$ cat src/rtl/drive_pkg.sv
// drive_pkg: shared definitions for the PWM drive controller and the PWM
// capture block. Holds the default link parameters so both ends agree on
// frame length, prescale, and timeout, and defines the capture FSM state type.
package drive_pkg;

    // One PWM frame is 2^PWM_RESOLUTION ticks.
    localparam int unsigned PWM_RESOLUTION_DEF = 8;
    // Clocks per PWM tick. This must match the prescaler on the drive side.
    localparam int unsigned PRESCALE_DEF       = 10;
    // Number of whole frames the line may stay low before it is declared dead.
    localparam int unsigned TIMEOUT_FRAMES_DEF = 2;

    typedef enum logic [1:0] {
        IDLE = 2'd0,
        HIGH = 2'd1,
        LOW  = 2'd2
    } cap_state_e;

endpackage

$ cat src/rtl/sync_edge.sv
// sync_edge: two-flop synchronizer for one asynchronous line. It also
// produces single-clock rise and fall pulses, which are derived from the
// synchronized value.
//   clk_i   : clock
//   reset_i : asynchronous active-high reset; clears all flops
//   async_i : asynchronous input line
//   sync_o  : synchronized level (two flops after the pin)
//   rise_o  : one-clock pulse when sync_o goes 0 -> 1
//   fall_o  : one-clock pulse when sync_o goes 1 -> 0
module sync_edge (
    input  logic clk_i,
    input  logic reset_i,
    input  logic async_i,
    output logic sync_o,
    output logic rise_o,
    output logic fall_o
);

    logic meta_q;
    logic sync_q;
    logic prev_q;

    always_ff @(posedge clk_i or posedge reset_i) begin
        if (reset_i) begin
            meta_q <= 1'b0;
            sync_q <= 1'b0;
            prev_q <= 1'b0;
        end else begin
            meta_q <= async_i;
            sync_q <= meta_q;
            prev_q <= sync_q;
        end
    end

    assign sync_o = sync_q;
    assign rise_o = sync_q & ~prev_q;
    assign fall_o = ~sync_q & prev_q;

endmodule

$ cat src/rtl/pwm_capture.sv
// pwm_capture: decodes the duty-cycle PWM stream from the drive controller
// into a borehole code and a direction bit. It also flags frames of the
// wrong length and a line that is stuck low.
//   clk_i         : clock; all logic runs on its rising edge
//   reset_i       : asynchronous active-high reset
//   enable_i      : capture enable; when low, the block idles and holds its outputs
//   PWM_i         : asynchronous PWM line
//   direction_i   : asynchronous direction line
//   borehole_o    : decoded duty code (high_ticks - 1, clamped)
//   direction_o   : direction latched during the published frame
//   valid_o       : one-clock pulse for each new measurement
//   period_err_o  : the last published frame was not 2^PWM_RESOLUTION ticks long
//   timeout_o     : PWM line stuck low
//
// state | meaning
// ------+-------------------------------------------------------------
// IDLE  | no phase reference; wait for a rising edge, publish nothing
// HIGH  | timing the high phase; publish all-ones if it lasts a whole frame
// LOW   | timing the low phase; the next rise publishes, a long low times out
module pwm_capture
    import drive_pkg::*;
#(
    parameter int unsigned PWM_RESOLUTION = PWM_RESOLUTION_DEF,
    parameter int unsigned PRESCALE       = PRESCALE_DEF,
    parameter int unsigned TIMEOUT_FRAMES = TIMEOUT_FRAMES_DEF
) (
    input  logic                      clk_i,
    input  logic                      reset_i,
    input  logic                      enable_i,
    input  logic                      PWM_i,
    input  logic                      direction_i,
    output logic [PWM_RESOLUTION-1:0] borehole_o,
    output logic                      direction_o,
    output logic                      valid_o,
    output logic                      period_err_o,
    output logic                      timeout_o
);

    localparam int unsigned FRAME_TICKS = 2 ** PWM_RESOLUTION;
    localparam int unsigned TO_TICKS    = TIMEOUT_FRAMES * FRAME_TICKS;
    localparam int unsigned CW          = $clog2(TO_TICKS + 1);
    localparam int unsigned SW          = (PRESCALE > 1) ? $clog2(PRESCALE) : 1;

    localparam logic [CW-1:0] FRAME_C   = CW'(FRAME_TICKS);
    localparam logic [CW-1:0] TO_C      = CW'(TO_TICKS);
    localparam logic [CW-1:0] CNT_MAX   = '1;
    localparam logic [CW-1:0] CODE_MAX  = CW'(FRAME_TICKS - 1);
    localparam logic [SW-1:0] SUB_LAST  = SW'(PRESCALE - 1);
    localparam logic [SW-1:0] SUB_HALF  = SW'(PRESCALE / 2);
    localparam logic [SW-1:0] SUB_FIRST = SW'(1);

    logic pwm_sync, pwm_rise, pwm_fall;
    logic dir_sync, dir_rise_unused, dir_fall_unused;

    cap_state_e state_q, state_d;

    logic [SW-1:0]             sub_q, sub_d;
    logic [CW-1:0]             cnt_q, cnt_d;
    logic [CW-1:0]             high_q, high_d;
    logic                      dir_lat_q, dir_lat_d;
    logic [PWM_RESOLUTION-1:0] borehole_q, borehole_d;
    logic                      direction_q, direction_d;
    logic                      valid_q, valid_d;
    logic                      perr_q, perr_d;
    logic                      timeout_q, timeout_d;

    logic                      any_edge, sub_wrap, high_full, low_expired, frame_bad;
    logic [CW-1:0]             cnt_step, closing_ticks, high_m1;
    logic [CW:0]               frame_sum;
    logic [PWM_RESOLUTION-1:0] code_clamped;

    sync_edge u_sync_pwm (
        .clk_i   (clk_i),
        .reset_i (reset_i),
        .async_i (PWM_i),
        .sync_o  (pwm_sync),
        .rise_o  (pwm_rise),
        .fall_o  (pwm_fall)
    );

    // Direction needs only the synchronized level.
    sync_edge u_sync_dir (
        .clk_i   (clk_i),
        .reset_i (reset_i),
        .async_i (direction_i),
        .sync_o  (dir_sync),
        .rise_o  (dir_rise_unused),
        .fall_o  (dir_fall_unused)
    );

    assign any_edge = pwm_rise | pwm_fall;
    assign sub_wrap = (sub_q == SUB_LAST);
    assign cnt_step = (sub_wrap && (cnt_q != CNT_MAX)) ? cnt_q + CW'(1) : cnt_q;

    // Round the phase that is closing: whole ticks, plus one if at least
    // half a tick is left over.
    assign closing_ticks = ((sub_q >= SUB_HALF) && (cnt_q != CNT_MAX)) ? cnt_q + CW'(1) : cnt_q;

    assign high_full   = (state_q == HIGH) && !any_edge && (cnt_step == FRAME_C);
    assign low_expired = (state_q == LOW)  && !any_edge && (cnt_step == TO_C);

    assign high_m1   = high_q - CW'(1);
    assign frame_sum = {1'b0, high_q} + {1'b0, closing_ticks};
    assign frame_bad = (frame_sum != {1'b0, FRAME_C});

    always_comb begin
        code_clamped = '0;
        if (high_q == '0) begin
            code_clamped = '0;
        end else if (high_m1 > CODE_MAX) begin
            code_clamped = '1;
        end else begin
            code_clamped = high_m1[PWM_RESOLUTION-1:0];
        end
    end

    always_ff @(posedge clk_i or posedge reset_i) begin
        if (reset_i) begin
            state_q <= IDLE;
        end else begin
            state_q <= state_d;
        end
    end

    always_comb begin
        state_d = state_q;
        if (!enable_i) begin
            state_d = IDLE;
        end else begin
            case (state_q)
                IDLE: if (pwm_rise) state_d = HIGH;
                HIGH: if (pwm_fall) state_d = LOW;
                LOW: begin
                    if (pwm_rise) begin
                        state_d = HIGH;
                    end else if (low_expired) begin
                        state_d = IDLE;
                    end
                end
                default: state_d = IDLE;
            endcase
        end
    end

    always_comb begin
        sub_d       = sub_q;
        cnt_d       = cnt_q;
        high_d      = high_q;
        dir_lat_d   = dir_lat_q;
        borehole_d  = borehole_q;
        direction_d = direction_q;
        perr_d      = perr_q;
        timeout_d   = timeout_q;
        valid_d     = 1'b0;

        if (!enable_i) begin
            sub_d  = '0;
            cnt_d  = '0;
            high_d = '0;
        end else if (any_edge) begin
            // The clock on which an edge is seen is the first clock of the new phase.
            sub_d = SUB_FIRST;
            cnt_d = '0;
            if (pwm_rise) begin
                timeout_d = 1'b0;
            end
            if ((state_q == HIGH) && pwm_fall) begin
                high_d    = closing_ticks;
                dir_lat_d = dir_sync;
            end
            if ((state_q == LOW) && pwm_rise) begin
                borehole_d  = code_clamped;
                direction_d = dir_lat_q;
                perr_d      = frame_bad;
                valid_d     = 1'b1;
            end
        end else if (state_q == IDLE) begin
            sub_d = '0;
            cnt_d = '0;
        end else begin
            sub_d = sub_wrap ? '0 : sub_q + SW'(1);
            cnt_d = cnt_step;
            if (high_full) begin
                // Line held high for a whole frame: report full scale and keep timing.
                borehole_d  = '1;
                direction_d = dir_sync;
                perr_d      = 1'b0;
                valid_d     = 1'b1;
                cnt_d       = '0;
            end
            if (low_expired) begin
                timeout_d  = 1'b1;
                borehole_d = '0;
                cnt_d      = '0;
                sub_d      = '0;
            end
        end
    end

    always_ff @(posedge clk_i or posedge reset_i) begin
        if (reset_i) begin
            sub_q       <= '0;
            cnt_q       <= '0;
            high_q      <= '0;
            dir_lat_q   <= 1'b0;
            borehole_q  <= '0;
            direction_q <= 1'b0;
            valid_q     <= 1'b0;
            perr_q      <= 1'b0;
            timeout_q   <= 1'b0;
        end else begin
            sub_q       <= sub_d;
            cnt_q       <= cnt_d;
            high_q      <= high_d;
            dir_lat_q   <= dir_lat_d;
            borehole_q  <= borehole_d;
            direction_q <= direction_d;
            valid_q     <= valid_d;
            perr_q      <= perr_d;
            timeout_q   <= timeout_d;
        end
    end

    assign borehole_o   = borehole_q;
    assign direction_o  = direction_q;
    assign valid_o      = valid_q;
    assign period_err_o = perr_q;
    assign timeout_o    = timeout_q;

endmodule

$ cat config.mk
export PLATFORM = sky130hd
export DESIGN_NAME = pwm_capture
export DESIGN_NICKNAME = d
export VERILOG_FILES = /design/src/rtl/drive_pkg.sv /design/src/rtl/sync_edge.sv /design/src/rtl/pwm_capture.sv
export SDC_FILE = /design/constraint.sdc
export NUM_CORES = 1
export LEC_CHECK = 0
export ABC_CLOCK_PERIOD_IN_PS = 7700
export BUFFER_PORTS_ARGS = -buffer_cell sky130_fd_sc_hd__clkbuf_2
export CAP_MARGIN = 20
export CORE_MARGIN = 10
export CORE_UTILIZATION = 30
export DETAILED_ROUTE_END_ITERATION = 10
export SYNTH_ARGS = -nofsm -noshare
export SYNTH_HDL_FRONTEND = slang
export SYNTH_SLANG_ARGS = --single-unit
$ cat constraint.sdc
create_clock -name clk_i -period 7.7 [get_ports clk_i]
set_input_delay 0.77 -clock clk_i [delete_from_list [all_inputs] [get_ports clk_i]]
set_output_delay 0.77 -clock clk_i [all_outputs]
set_load 0.01 [all_outputs]
# Word level (Yosys, flattened, before mapping)

Index checks and enable logic that the tools add are counted.

Add/subtract/negate cells: 4
Magnitude comparators: 2
Eq/ne operators: 15
Muxes and demuxes: 45
Bitwise gates (word level): 5
Reductions and logical operators: 20

Operators with widths:

| operator                | number |
|---|---|
| $mux W10                | 10 |
| $mux W8                 | 7 |
| $mux W4                 | 5 |
| $mux W1                 | 17 |
| $reduce_and A4 Y1       | 3 |
| $add A10 B10 Y11        | 1 |
| $ne A11 B9 Y1 const B   | 1 |
| $add A10 B1 Y10 const B | 1 |
| $eq A10 B10 Y1 const B  | 1 |
| $eq A10 B9 Y1 const B   | 1 |
| $gt A10 B8 Y1 const B   | 1 |
| $logic_not A10 Y1       | 1 |
| $mux W2                 | 5 |
| $ne A10 B10 Y1 const B  | 1 |
| $sub A10 B1 Y10 const B | 1 |
| $logic_and A1 B1 Y1     | 8 |
| $ne A2 B1 Y1 const B    | 3 |
| $ne A3 B3 Y1 const B    | 2 |
| $pmux W2 S3             | 1 |
| $reduce_and A3 Y1       | 2 |
| $add A4 B1 Y4 const B   | 1 |
| $eq A4 B4 Y1 const B    | 1 |
| $ge A4 B3 Y1 const B    | 1 |
| $ne A2 B2 Y1 const B    | 2 |
| other kinds (11)        | 14 |

Register bits after elaboration: 44
Output and inout bits: 12

# Longest topological paths before layout

Gate-level depths: netlist of the first run.

Word-level depth: 11
Gate-level depth with buffers: 15
Depth with buffers taken out: 14

# By module

From an unflattened synthesis of the first run, not the netlist that was laid out.

Cells, all modules: 322
Area, all modules: 2990.4 um2

By module, submodules not included:

| module      | times used | cells an instance | area an instance (um2) |
|---|---|---|---|
| pwm_capture | 1          | 310               | 2802.7 |
| sync_edge   | 2          | 6                 | 93.8 |

# Least setup slack after synthesis of the first run

OpenSTA, ideal clock, no wires.

Kind: reg-to-reg
Start: register cnt_q[0]
End: register perr_q, in the netlist period_err_o
Setup time: 0.134 ns
Arrival time: 3.448 ns
Data required time: 7.566 ns
Path slack: 4.119 ns
Cell stages (with the launch flop): 16
Buffers on the path: 1
Path through: dfrtp_1 ha_1 nand3_2 buf_6 or3_1 o21ai_1 xnor2_1 ha_1 inv_1 fa_1 nor4b_1 nand2_1 nor4_1 o2111ai_1 o21ai_0 o211ai_1

Longest elaborated chain between the ends: 7
Elaborated cells between the ends (all ways): 14

Ends and longest elaborated chain:

| what                                                                     | line               | text |
|---|---|---|
| start: declaration                                                       | pwm_capture.sv:58  | `logic [CW-1:0] cnt_q, cnt_d;` |
| start signal: assignment                                                 | pwm_capture.sv:213 | `cnt_q <= cnt_d;` |
| parallel branches: the longest is 7 deep, another holds $add A10 B10 Y11 | --                 |  |
| end signal: assignment                                                   | pwm_capture.sv:219 | `perr_q <= perr_d;` |
| end: declaration                                                         | pwm_capture.sv:64  | `logic perr_q, perr_d;` |

Several ways; the timed one is not identified. The select of a mux whose other input is x is not followed.
A chain may end at the register's enable or synchronous reset.

# Worst setup path in the final report of the first run

Same ends and word-level chain as after synthesis.

==> implementation parameters, run 1 <==
Parameter                              Value

Logic synthesis
  Syn Area/Cell    just under 10 µm²
  Area leader, netlist    dfrtp_1
  Number of flops mapped to enable cells by yosys    0
  Synth Warn #    0
  Net count after synthesis    roughly 340
  Fraction of registers with async set/reset    1.00
  Area contributors post-synth    dfrtp_1 36%, ha_1 7.3%, xnor2_1 3.7%
  Portion of the post-synthesis area used by sequential elements    0.359
  Top-area cell type share of the netlist area    0.359
  Summed instance area of the synthesized netlist    3070 µm²
  Cell count after synthesis    approximately 310
  Predominant post-synthesis flop cell    dfrtp_1
  Post-synth cell types    65
  Flops & latches, synth    44

Critical path
  CP endpoint kind    register
  Start-to-end type of the worst setup path    reg -> reg
  Cell class contributing the biggest share of worst-path delay    simple AND/OR/NAND/NOR gates
  Slowest CP cell    dfrtp_1
  Flop2flop setup slack    around 3.5 ns
  Data arrival at the endpoint of the critical path    between 4 and 5 ns
  Sequence of cells on the critical path    ha_1 > nand3_2 > or3_1 > o21ai_1 > xnor2_1 > ha_1 > inv_1 > fa_1 > nor4b_1 > nand2_1 > nor4_1 > o2111ai_1 > o21ai_0 > o211ai_1
  WP data required    around 7.9 ns
  Peak fanout along the critical path    11
  Element type at the critical path start    register
  Maximum single-stage delay on the critical path    0.55 ns
  Number of buffer and inverter instances along the worst setup path    1
  CP most frequent cell    ha_1

Drt
  Via count normalized by instance count    5.05
  DR DRC count    0
  Wire per inst    roughly 15 µm
  Wire length after detailed routing    around 6700 µm
  Via count    approximately 2.3k
  Post-detailed-route count of antenna-violating nets    0
  DRT Pass-1 Iters    4
  Number of DRC markers in iteration 0    approximately 160

GRT
  Global-route track usage on met3    0.0191
  Most congested layer reported by global routing    met2
  Grt ovf    0
  Met2 usage in global routing    0.136
  Initial antenna violation count    0
  Pin count of the biggest net entering global routing    45
  GR Util All Layers    0.0936
  First-pass GRT wire length    ~11000 µm
  Vias in the first global route    roughly 2.2k
  Met1 track demand over resource in global routing    0.132

Placed design
  IO buf count    16
  Routability congestion estimate from global placement    a little under 0.9
  Placed cell count    452
  Post-place instance area    between 3000 and 4000 µm²
  Worst Setup Slack post-DPL    ~3.6 ns
  Dpl hpwl    approximately 4900 µm

Layout
  Most frequent cells in the layout    44 x dfrtp_1, 28 x nor2_1, 22 x nand2_1
  Final cell count without fillers    between 400 and 500
  Most common cell after layout, fill and taps aside    dfrtp_1
  Share of layout cells above drive strength 1    0.146
  Antenna diode count    0
  Sequential cell area    roughly 1100 µm²
  Count of fill cells added during filler insertion    around 1.0k
  Area growth from synthesis to layout    9.79%
  Number of nets in the final layout    ~350
  Multi-input combinational cell area    1840 µm²
  Utilization after layout    0.341
  Finished Cell Area    3370 µm²

Timing
  Setup violators final    0
  Worst hold slack across all endpoints    about 0.36 ns
  Clock Skew    slightly below 0.009 ns
  Part of the cycle the worst path needs    0.541
  Number of hold-slack violations in the final timing report    0
  Sum of negative setup slack    0 ns
  Fin crit period    4.17 ns
  FMAX    ~240 MHz
  Worst setup slack after layout    roughly 3.5 ns
  Worst Tran Pin Value    0.646 ns
  Final max-slew violation count    0
  Headroom to the max-slew limit    0.567
  Setup repair after global routing missed its margin    no

Floorplan
  Die ar.    about 15000 µm²
  Area of the core    between 9000 and 10000 µm²
  Height of the die    between 100 and 150 µm
  Cell row count    36
  Ports placed on the boundary    17
  Initial cell density of the core    0.311
  Horizontal extent of the die    about 120 µm

Clock network
  Number of clock sinks    44
  Clock-pin slew on the worst setup and hold paths    ~0.080 ns
  Post-cts hold buffer count    0
  TritonCTS Buffers    5
  CTS-repair resized insts    0
  H-tree Lvls    2
  CTS tree    yes
  Clk root buf    clkbuf_8
  Largest buffer count on any clock path    2
  Postcts setup bufs    0
  Insertion delay of the later-clocked pin in the worst-skew pair    approximately 0.31 ns

Run status
  Run status    finished, final reports clean

Power
  Leakage power of the design    1.48 nW
  Power Density    ~140 nW/µm²
  Total Power Consumption    between 0.4 and 0.5 mW
  Maximum ir drop on the vdd rail    around 70 µV

Min path
  Min-Delay Path Class    reg -> reg

Flow run
  Number of max-cap violations    0
worst paths after layout:
kind                                             startpoint                     endpoint  cells after the start
worst max-delay path                     cnt_q[0]$_DFF_PP0_     period_err_o$_DFFE_PP0P_                     14
max in group asynchronous                           reset_i           cnt_q[0]$_DFF_PP0_                      3
min in group asynchronous                           reset_i    borehole_o[5]$_DFFE_PP0P_                      2
worst min register to register  u_sync_dir.meta_q$_DFF_PP0_  u_sync_dir.sync_o$_DFF_PP0_                      0
worst max register to register           cnt_q[0]$_DFF_PP0_     period_err_o$_DFFE_PP0P_                     14
worst min-delay path            u_sync_dir.meta_q$_DFF_PP0_  u_sync_dir.sync_o$_DFF_PP0_                      0
cell families (layout without fill, tap and decap cells):
| family | after synthesis | after routing | synth area share |
|---|---|---|---|
| and+or+nand+nor | 113 | 113 | 0.214 |
| DFF | 44 | 44 | 0.359 |
| muxes | 14 | 14 | 0.0493 |
| buffers and inverters | 26 | 41 | 0.0416 |
| xor gates and xnor gates | 22 | 22 | 0.0628 |
| adders and majority gates | 19 | 19 | 0.0799 |
| AOI/OAI and AO/OA | 75 | 75 | 0.194 |
flip-flops by register name (all words and copies together), names as in the netlist:
signal and count:
cnt_q 10, u_sync_dir.meta_q 1, u_sync_dir.sync_o 1, high_q 10
direction_o 1, sub_q 4, period_err_o 1, dir_lat_q 1
u_sync_pwm.meta_q 1, timeout_o 1, valid_o 1, borehole_o 8
u_sync_pwm.prev_q 1, u_sync_pwm.sync_o 1, state_q 2
per-layer routing:
layer,vias to the layer above,part of all wire
li1,1156,-
met1,1117,0.52
met2,41,0.43
met3,12,0.028
met4,0,0.023
met5,-,0
synth_stat cells, types with 2 or more instances:
library cell and number:
buf_4 3, a21boi_0 6, o31a_1 2, dfrtp_1 44, a21oi_1 16, and2_1 3, nor4_1 5, nor3b_1 2
o211ai_1 2, mux2_2 3, buf_6 2, nor2b_1 7, nor4_4 2, o21ai_1 3, ha_1 18, nand2b_1 11
inv_1 15, a31oi_1 5, o21ai_0 9, o22a_1 7, mux2_1 2, o311ai_4 2, mux2i_1 8, or4_1 2
clkbuf_1 3, o21a_1 4, or2_1 2, xor2_1 9, nor3_1 12, a21o_1 4, buf_2 3, nand3_1 4
xnor2_1 13, nand2_1 22, nor2_1 28
power breakdown:
part / internal, mW / switching (mW)
clock network: 0.0616 / 0.0853
logic: 0.0279 / 0.0302
registers: 0.246 / 0.00865
total: 0.336 / 0.124
layout make-up:
| cell class | count | area share |
|---|---|---|
| Timing Repair Buffer | 19 | 0.0353 |
| Clock inverter | 2 | 0.00371 |
| Inverter | 15 | 0.0167 |
| Sequential cell | 44 | 0.327 |
| Clock buffer | 5 | 0.0204 |
| Multi-Input combinational cell | 243 | 0.548 |
| Tap cell | 133 | 0.0494 |
Note: power is estimated with default switching activity, not from simulation.
==> run 2, diff against run 1 <==
--- a/config.mk
+++ b/config.mk
@@ -5,7 +5,7 @@
 export SDC_FILE = /design/constraint.sdc
 export NUM_CORES = 1
 export LEC_CHECK = 0
-export ABC_CLOCK_PERIOD_IN_PS = 7700
+export ABC_CLOCK_PERIOD_IN_PS = 3800
 export BUFFER_PORTS_ARGS = -buffer_cell sky130_fd_sc_hd__clkbuf_2
 export CAP_MARGIN = 20
 export CORE_MARGIN = 10
==> constraint.sdc (replaced) <==
create_clock -name clk_i -period 3.8 [get_ports clk_i]
set_input_delay 0.38 -clock clk_i [delete_from_list [all_inputs] [get_ports clk_i]]
set_output_delay 0.38 -clock clk_i [all_outputs]
set_load 0.01 [all_outputs]
==> run 2 against run 1 <==
Clock skew rose by 0.00079 ns. Sequential cell count did not move. Critical path depth fell by 1. First-iteration DRC count rose by 19%. Sequential power rose by 100%. Worst hold slack got worse by 0.19 ns. Setup slack got worse by 3.3 ns. Register-to-register slack got worse by 3.3 ns. Cell count rose by 1.7%.
==> implementation parameters, run 2 (synthesis gave the netlist of run 1 again) <==
Parameter                              Value

Run status
  Run status    finished, final reports clean (unchanged)

Clock network
  Clock-pin slew on the worst setup and hold paths    0.10 ns (was 0.08 ns)
  CTS tree    yes (unchanged)
  Number of clock sinks    44 (unchanged)
  Postcts setup bufs    0 (unchanged)
  TritonCTS Buffers    5 (unchanged)
  CTS-repair resized insts    0 (unchanged)
  Largest buffer count on any clock path    2 (unchanged)
  Insertion delay of the later-clocked pin in the worst-skew pair    0.31 ns (about the same)
  H-tree Lvls    2 (unchanged)
  Clk root buf    clkbuf_8 (unchanged)
  Post-cts hold buffer count    0 (unchanged)

Timing
  Worst setup slack after layout    0.267 ns (was 3.53 ns)
  Sum of negative setup slack    0 ns (unchanged)
  Setup repair after global routing missed its margin    no (unchanged)
  Setup violators final    0 (unchanged)
  Headroom to the max-slew limit    0.566 (was 0.567)
  Number of hold-slack violations in the final timing report    0 (unchanged)
  FMAX    283 MHz (was 240 MHz)
  Final max-slew violation count    0 (unchanged)
  Fin crit period    3.53 ns (was 4.17 ns)
  Worst Tran Pin Value    0.646 ns (about the same)
  Clock Skew    0.00943 ns (was 0.00865 ns)
  Part of the cycle the worst path needs    0.930 (was 0.541)

Drt
  DR DRC count    0 (unchanged)
  Wire length after detailed routing    6780 µm (was 6690 µm)
  DRT Pass-1 Iters    4 (unchanged)
  Via count    2334 (was 2326)
  Wire per inst    14.5 µm (about the same)
  Via count normalized by instance count    4.98 (was 5.05)
  Number of DRC markers in iteration 0    187 (was 157)
  Post-detailed-route count of antenna-violating nets    0 (unchanged)

Flow run
  Number of max-cap violations    0 (unchanged)

Floorplan
  Cell row count    36 (unchanged)
  Horizontal extent of the die    121 µm (unchanged)
  Die ar.    14700 µm² (unchanged)
  Ports placed on the boundary    17 (unchanged)
  Area of the core    9860 µm² (unchanged)
  Height of the die    121 µm (unchanged)
  Initial cell density of the core    0.311 (unchanged)

Critical path
  Element type at the critical path start    register (unchanged)
  Start-to-end type of the worst setup path    reg -> reg (unchanged)
  Peak fanout along the critical path    10 (was 11)
  Data arrival at the endpoint of the critical path    3.72 ns (was 4.35 ns)
  Maximum single-stage delay on the critical path    0.60 ns (was 0.55 ns)
  Sequence of cells on the critical path    nand3_4 > or3_1 > o21ai_1 > xnor2_1 > ha_1 > inv_1 > fa_1 > nor4b_1 > nand2_1 > nor4_1 > o2111ai_1 > o21ai_0 > o211ai_1 (was ha_1 > nand3_2 > or3_1 > o21ai_1 > xnor2_1 > ha_1 > inv_1 > fa_1 > nor4b_1 > nand2_1 > nor4_1 > o2111ai_1 > o21ai_0 > o211ai_1)
  WP data required    3.99 ns (was 7.88 ns)
  Slowest CP cell    dfrtp_1 (unchanged)
  CP endpoint kind    register (unchanged)

Power
  Leakage power of the design    1.53 nW (was 1.48 nW)
  Total Power Consumption    1.02 mW (was 0.460 mW)
  Power Density    295 nW/µm² (was 137 nW/µm²)
  Maximum ir drop on the vdd rail    152 µV (was 70.0 µV)

Layout
  Sequential cell area    1100 µm² (unchanged)
  Area growth from synthesis to layout    12.6% (was 9.79%)
  Number of nets in the final layout    359 (was 352)
  Antenna diode count    0 (unchanged)
  Most common cell after layout, fill and taps aside    dfrtp_1 (unchanged)
  Finished Cell Area    3450 µm² (was 3370 µm²)
  Most frequent cells in the layout    44 x dfrtp_1, 28 x nor2_1, 22 x nand2_1 (unchanged)
  Multi-input combinational cell area    1840 µm² (unchanged)
  Share of layout cells above drive strength 1    0.164 (was 0.146)
  Count of fill cells added during filler insertion    997 (was 1001)

Placed design
  Worst Setup Slack post-DPL    0.327 ns (was 3.58 ns)
  Post-place instance area    3310 µm² (was 3260 µm²)
  Routability congestion estimate from global placement    0.847 (was 0.887)
  IO buf count    16 (unchanged)
  Dpl hpwl    5040 µm (was 4890 µm)

GRT
  Initial antenna violation count    0 (unchanged)
  GR Util All Layers    0.0974 (was 0.0936)
  Vias in the first global route    2346 (was 2231)
  Pin count of the biggest net entering global routing    45 (unchanged)
  First-pass GRT wire length    11800 µm (was 11200 µm)
  Grt ovf    0 (unchanged)

Min path
  Min-Delay Path Class    in -> reg (was reg -> reg)
-- run 2: changes by cell type in the layout (fill, tap and decap cells not counted), sizes merged --
cell / change
clkinvlp: -1
bufinv: +1
buf: +6
clkinv: +1
dlygate4sd3: +1
-- run 2: final cells by class --
type                            count  area share
Multi-Input combinational cell    243       0.534
Tap cell                          133      0.0482
Timing Repair Buffer               26      0.0493
Clock buffer                        5      0.0199
Sequential cell                    44       0.319
Inverter                           15      0.0163
Clock inverter                      3      0.0138
-- run 2: report_power, final --
group | switching [mW] | internal (mW)
clock | 0.186 | 0.198
sequential | 0.0177 | 0.499
combinational | 0.0608 | 0.0572
-- run 2: path summary, 6_finish.rpt --
path / startpoint / to / slack, ns / cells after the start
worst max register to register: cnt_q[5]$_DFF_PP0_ / period_err_o$_DFFE_PP0P_ / 0.27 / 13
min in group asynchronous: reset_i / u_sync_pwm.sync_o$_DFF_PP0_ / 0.47 / 3
worst max-delay path: cnt_q[5]$_DFF_PP0_ / period_err_o$_DFFE_PP0P_ / 0.27 / 13
max in group asynchronous: reset_i / cnt_q[7]$_DFF_PP0_ / 2.89 / 4
worst min-delay path: direction_i / u_sync_dir.meta_q$_DFF_PP0_ / 0.17 / 1
worst min register to register: u_sync_dir.meta_q$_DFF_PP0_ / u_sync_dir.sync_o$_DFF_PP0_ / 0.36 / 0
-- run 2: metrics by stage --
stage | util | hold slack (ns) | cells
2_1_floorplan | - | 0.331 | 313
4_1_cts | 0.347 | 0.165 | 467
3_3_place_gp | 0.335 | 0.337 | 459
3_5_place_dp | 0.335 | 0.337 | 459
5_1_grt | 0.350 | 0.155 | 469
6_report | 0.350 | 0.171 | 469
-- run 2: worst max-delay path: cells and delay by family, from the launching register on --
| family | cells | cell delay (ns) |
|---|---|---|
| buf+inv | 1 | 0.05 |
| flops | 1 | 0.60 |
| xor+xnor | 1 | 0.19 |
| simple gates | 5 | 1.32 |
| compound gates | 4 | 0.56 |
| fa+ha+maj | 2 | 0.69 |
-- run 2: routing by layer --
| layer | track usage | up-vias | part of all wire |
|---|---|---|---|
| met1 | 0.130 | 1123 | 0.49 |
| met5 | 0 | - | 0 |
| met3 | 0.0205 | 9 | 0.035 |
| li1 | - | 1160 | - |
| met4 | 0.0309 | 0 | 0.015 |
| met2 | 0.153 | 42 | 0.46 |
==> run 3, diff against run 2 <==
--- a/config.mk
+++ b/config.mk
@@ -8,6 +8,7 @@
 export ABC_CLOCK_PERIOD_IN_PS = 3800
 export BUFFER_PORTS_ARGS = -buffer_cell sky130_fd_sc_hd__clkbuf_2
 export CAP_MARGIN = 20
+export CORE_ASPECT_RATIO = 0.7
 export CORE_MARGIN = 10
 export CORE_UTILIZATION = 30
 export DETAILED_ROUTE_END_ITERATION = 10
==> run 3 against run 2 <==
Combinational power about the same. Total power grew 3.3%. Die area rose by 0.44%. Global-route usage is 0.055 points lower. First-iteration DRC count is 21% lower. Design area shrank 0.65%. Register-to-register slack better by 0.06 ns. Critical path type unchanged.
==> implementation parameters, run 3 (synthesis gave the netlist of run 1 again) <==
Parameter                              Value

Drt
  DR DRC count    0 (unchanged)
  Via count normalized by instance count    5.15 (was 4.98)
  Post-detailed-route count of antenna-violating nets    0 (unchanged)
  Wire per inst    15.3 µm (was 14.5 µm)
  DRT Pass-1 Iters    4 (unchanged)
  Wire length after detailed routing    7040 µm (was 6780 µm)
  Number of DRC markers in iteration 0    148 (was 187)
  Via count    2367 (was 2334)

Layout
  Area growth from synthesis to layout    11.9% (was 12.6%)
  Most frequent cells in the layout    44 x dfrtp_1, 28 x nor2_1, 22 x nand2_1 (unchanged)
  Count of fill cells added during filler insertion    1004 (was 997)
  Share of layout cells above drive strength 1    0.157 (was 0.164)
  Most common cell after layout, fill and taps aside    dfrtp_1 (unchanged)
  Number of nets in the final layout    356 (was 359)
  Antenna diode count    0 (unchanged)

Placed design
  Routability congestion estimate from global placement    0.885 (was 0.847)
  IO buf count    16 (unchanged)
  Worst Setup Slack post-DPL    0.342 ns (was 0.327 ns)
  Dpl hpwl    5230 µm (was 5040 µm)

Critical path
  Startpoint of the worst-slack reg-to-reg timing path    cnt_q[5]$_DFF_PP0_ (unchanged)
  Start-to-end type of the worst setup path    reg -> reg (unchanged)
  Maximum single-stage delay on the critical path    0.59 ns (was 0.60 ns)
  Element type at the critical path start    register (unchanged)
  Slowest CP cell    dfrtp_1 (unchanged)
  Data arrival at the endpoint of the critical path    3.64 ns (was 3.72 ns)
  Flop2flop setup slack    0.33 ns (was 0.27 ns)
  Endpoint of the worst setup timing path    period_err_o$_DFFE_PP0P_ (unchanged)
  CP endpoint kind    register (unchanged)
  Reg2reg path depth    13 (unchanged)
  Worst reg2reg endpoint    period_err_o$_DFFE_PP0P_ (unchanged)
  First element of the critical path    cnt_q[5]$_DFF_PP0_ (unchanged)
  Peak fanout along the critical path    10 (unchanged)
  WP data required    3.97 ns (was 3.99 ns)
  Sequence of cells on the critical path    nand3_4 > or3_1 > o21ai_1 > xnor2_1 > ha_1 > inv_1 > fa_1 > nor4b_1 > nand2_1 > nor4_1 > o2111ai_1 > o21ai_0 > o211ai_1 (unchanged)

GRT
  Grt ovf    0 (unchanged)
  First-pass GRT wire length    12000 µm (was 11800 µm)
  GR Util All Layers    0.0968 (was 0.0974)
  Initial antenna violation count    0 (unchanged)
  Vias in the first global route    2292 (was 2346)
  Pin count of the biggest net entering global routing    45 (unchanged)

Timing
  Number of hold-slack violations in the final timing report    0 (unchanged)
  Final max-slew violation count    0 (unchanged)
  Fin crit period    3.47 ns (was 3.53 ns)
  Setup repair after global routing missed its margin    no (unchanged)
  FMAX    288 MHz (was 283 MHz)
  Worst Tran Pin Value    0.932 ns (was 0.646 ns)
  Part of the cycle the worst path needs    0.914 (was 0.930)
  Setup violators final    0 (unchanged)
  Worst setup slack after layout    0.325 ns (was 0.267 ns)
  Clock Skew    0.0112 ns (was 0.00943 ns)
  Headroom to the max-slew limit    0.378 (was 0.566)
  Sum of negative setup slack    0 ns (unchanged)

Floorplan
  Ports placed on the boundary    17 (unchanged)
  Die ar.    14700 µm² (about the same)
  Horizontal extent of the die    141 µm (was 121 µm)
  Cell row count    30 (was 36)
  Height of the die    105 µm (was 121 µm)
  Area of the core    9830 µm² (was 9860 µm²)
  Initial cell density of the core    0.312 (was 0.311)

Clock network
  Clock-pin slew on the worst setup and hold paths    0.07 ns (was 0.10 ns)
  Largest buffer count on any clock path    2 (unchanged)
  CTS-repair resized insts    0 (unchanged)
  H-tree Lvls    2 (unchanged)
  TritonCTS Buffers    5 (unchanged)
  Post-cts hold buffer count    0 (unchanged)
  CTS tree    yes (unchanged)
  Clk root buf    clkbuf_16 (was clkbuf_8)
  Number of clock sinks    44 (unchanged)
  Insertion delay of the later-clocked pin in the worst-skew pair    0.29 ns (was 0.31 ns)
  Postcts setup bufs    0 (unchanged)

Min path
  Min-Delay Path Class    in -> reg (unchanged)

Power
  Maximum ir drop on the vdd rail    185 µV (was 152 µV)
  Power Density    307 nW/µm² (was 295 nW/µm²)
  Leakage power of the design    1.52 nW (was 1.53 nW)

Flow run
  Number of max-cap violations    0 (unchanged)

Run status
  Run status    finished, final reports clean (unchanged)
[run 3: critical path, delay by kind of cell (launching register included)]
family | cells | cell delay [ns]
xor+xnor | 1 | 0.18
buf+inv | 1 | 0.05
simple gates | 5 | 1.28
fa+ha+maj | 2 | 0.68
flops | 1 | 0.59
compound gates | 4 | 0.60
[run 3: through the flow]
step	std cells	hold WS [ns]	utilization	cell area, µm²	total power, mW
3_3_place_gp	453	0.334	0.335	3290	0.643
6_report	460	0.197	0.349	3430	1.05
3_5_place_dp	453	0.337	0.335	3290	0.646
5_1_grt	460	0.185	0.349	3430	1.11
4_1_cts	460	0.190	0.349	3430	1.07
2_1_floorplan	313	0.331	-	3070	0.600
[run 3: power by group]
part / switching [mW] / internal (mW)
clock: 0.181 / 0.239
combinational: 0.0610 / 0.0544
sequential: 0.0178 / 0.500
[run 3: final cells by class]
type,instances,area (µm²),share of cell area
clock inverters,2,12.5,0.00365
repair buffers,23,133,0.0386
multi-input cells,243,1840,0.537
well taps,128,160,0.0467
clock buffers,5,125,0.0365
flip-flops and latches,44,1100,0.321
inverters,15,56.3,0.0164
[run 3: per-layer routing]
| metal | GRT usage | wire length (µm) |
|---|---|---|
| met5 | 0 | 0 |
| met4 | 0.0265 | 70 |
| met3 | 0.0217 | 226 |
| met2 | 0.130 | 2880 |
| met1 | 0.148 | 3860 |
[run 3: how the worst min path moves through the flow]
stage,start,to,slack [ns],cells after the start
after global placement,u_sync_dir.meta_q$_DFF_PP0_,u_sync_dir.sync_o$_DFF_PP0_,0.33,0
after floorplan,u_sync_dir.meta_q$_DFF_PP0_,u_sync_dir.sync_o$_DFF_PP0_,0.33,0
final,PWM_i,u_sync_pwm.meta_q$_DFF_PP0_,0.20,1
after global routing,PWM_i,u_sync_pwm.meta_q$_DFF_PP0_,0.19,1
after detailed placement,u_sync_dir.meta_q$_DFF_PP0_,u_sync_dir.sync_o$_DFF_PP0_,0.34,0
after CTS,direction_i,u_sync_dir.meta_q$_DFF_PP0_,0.19,1
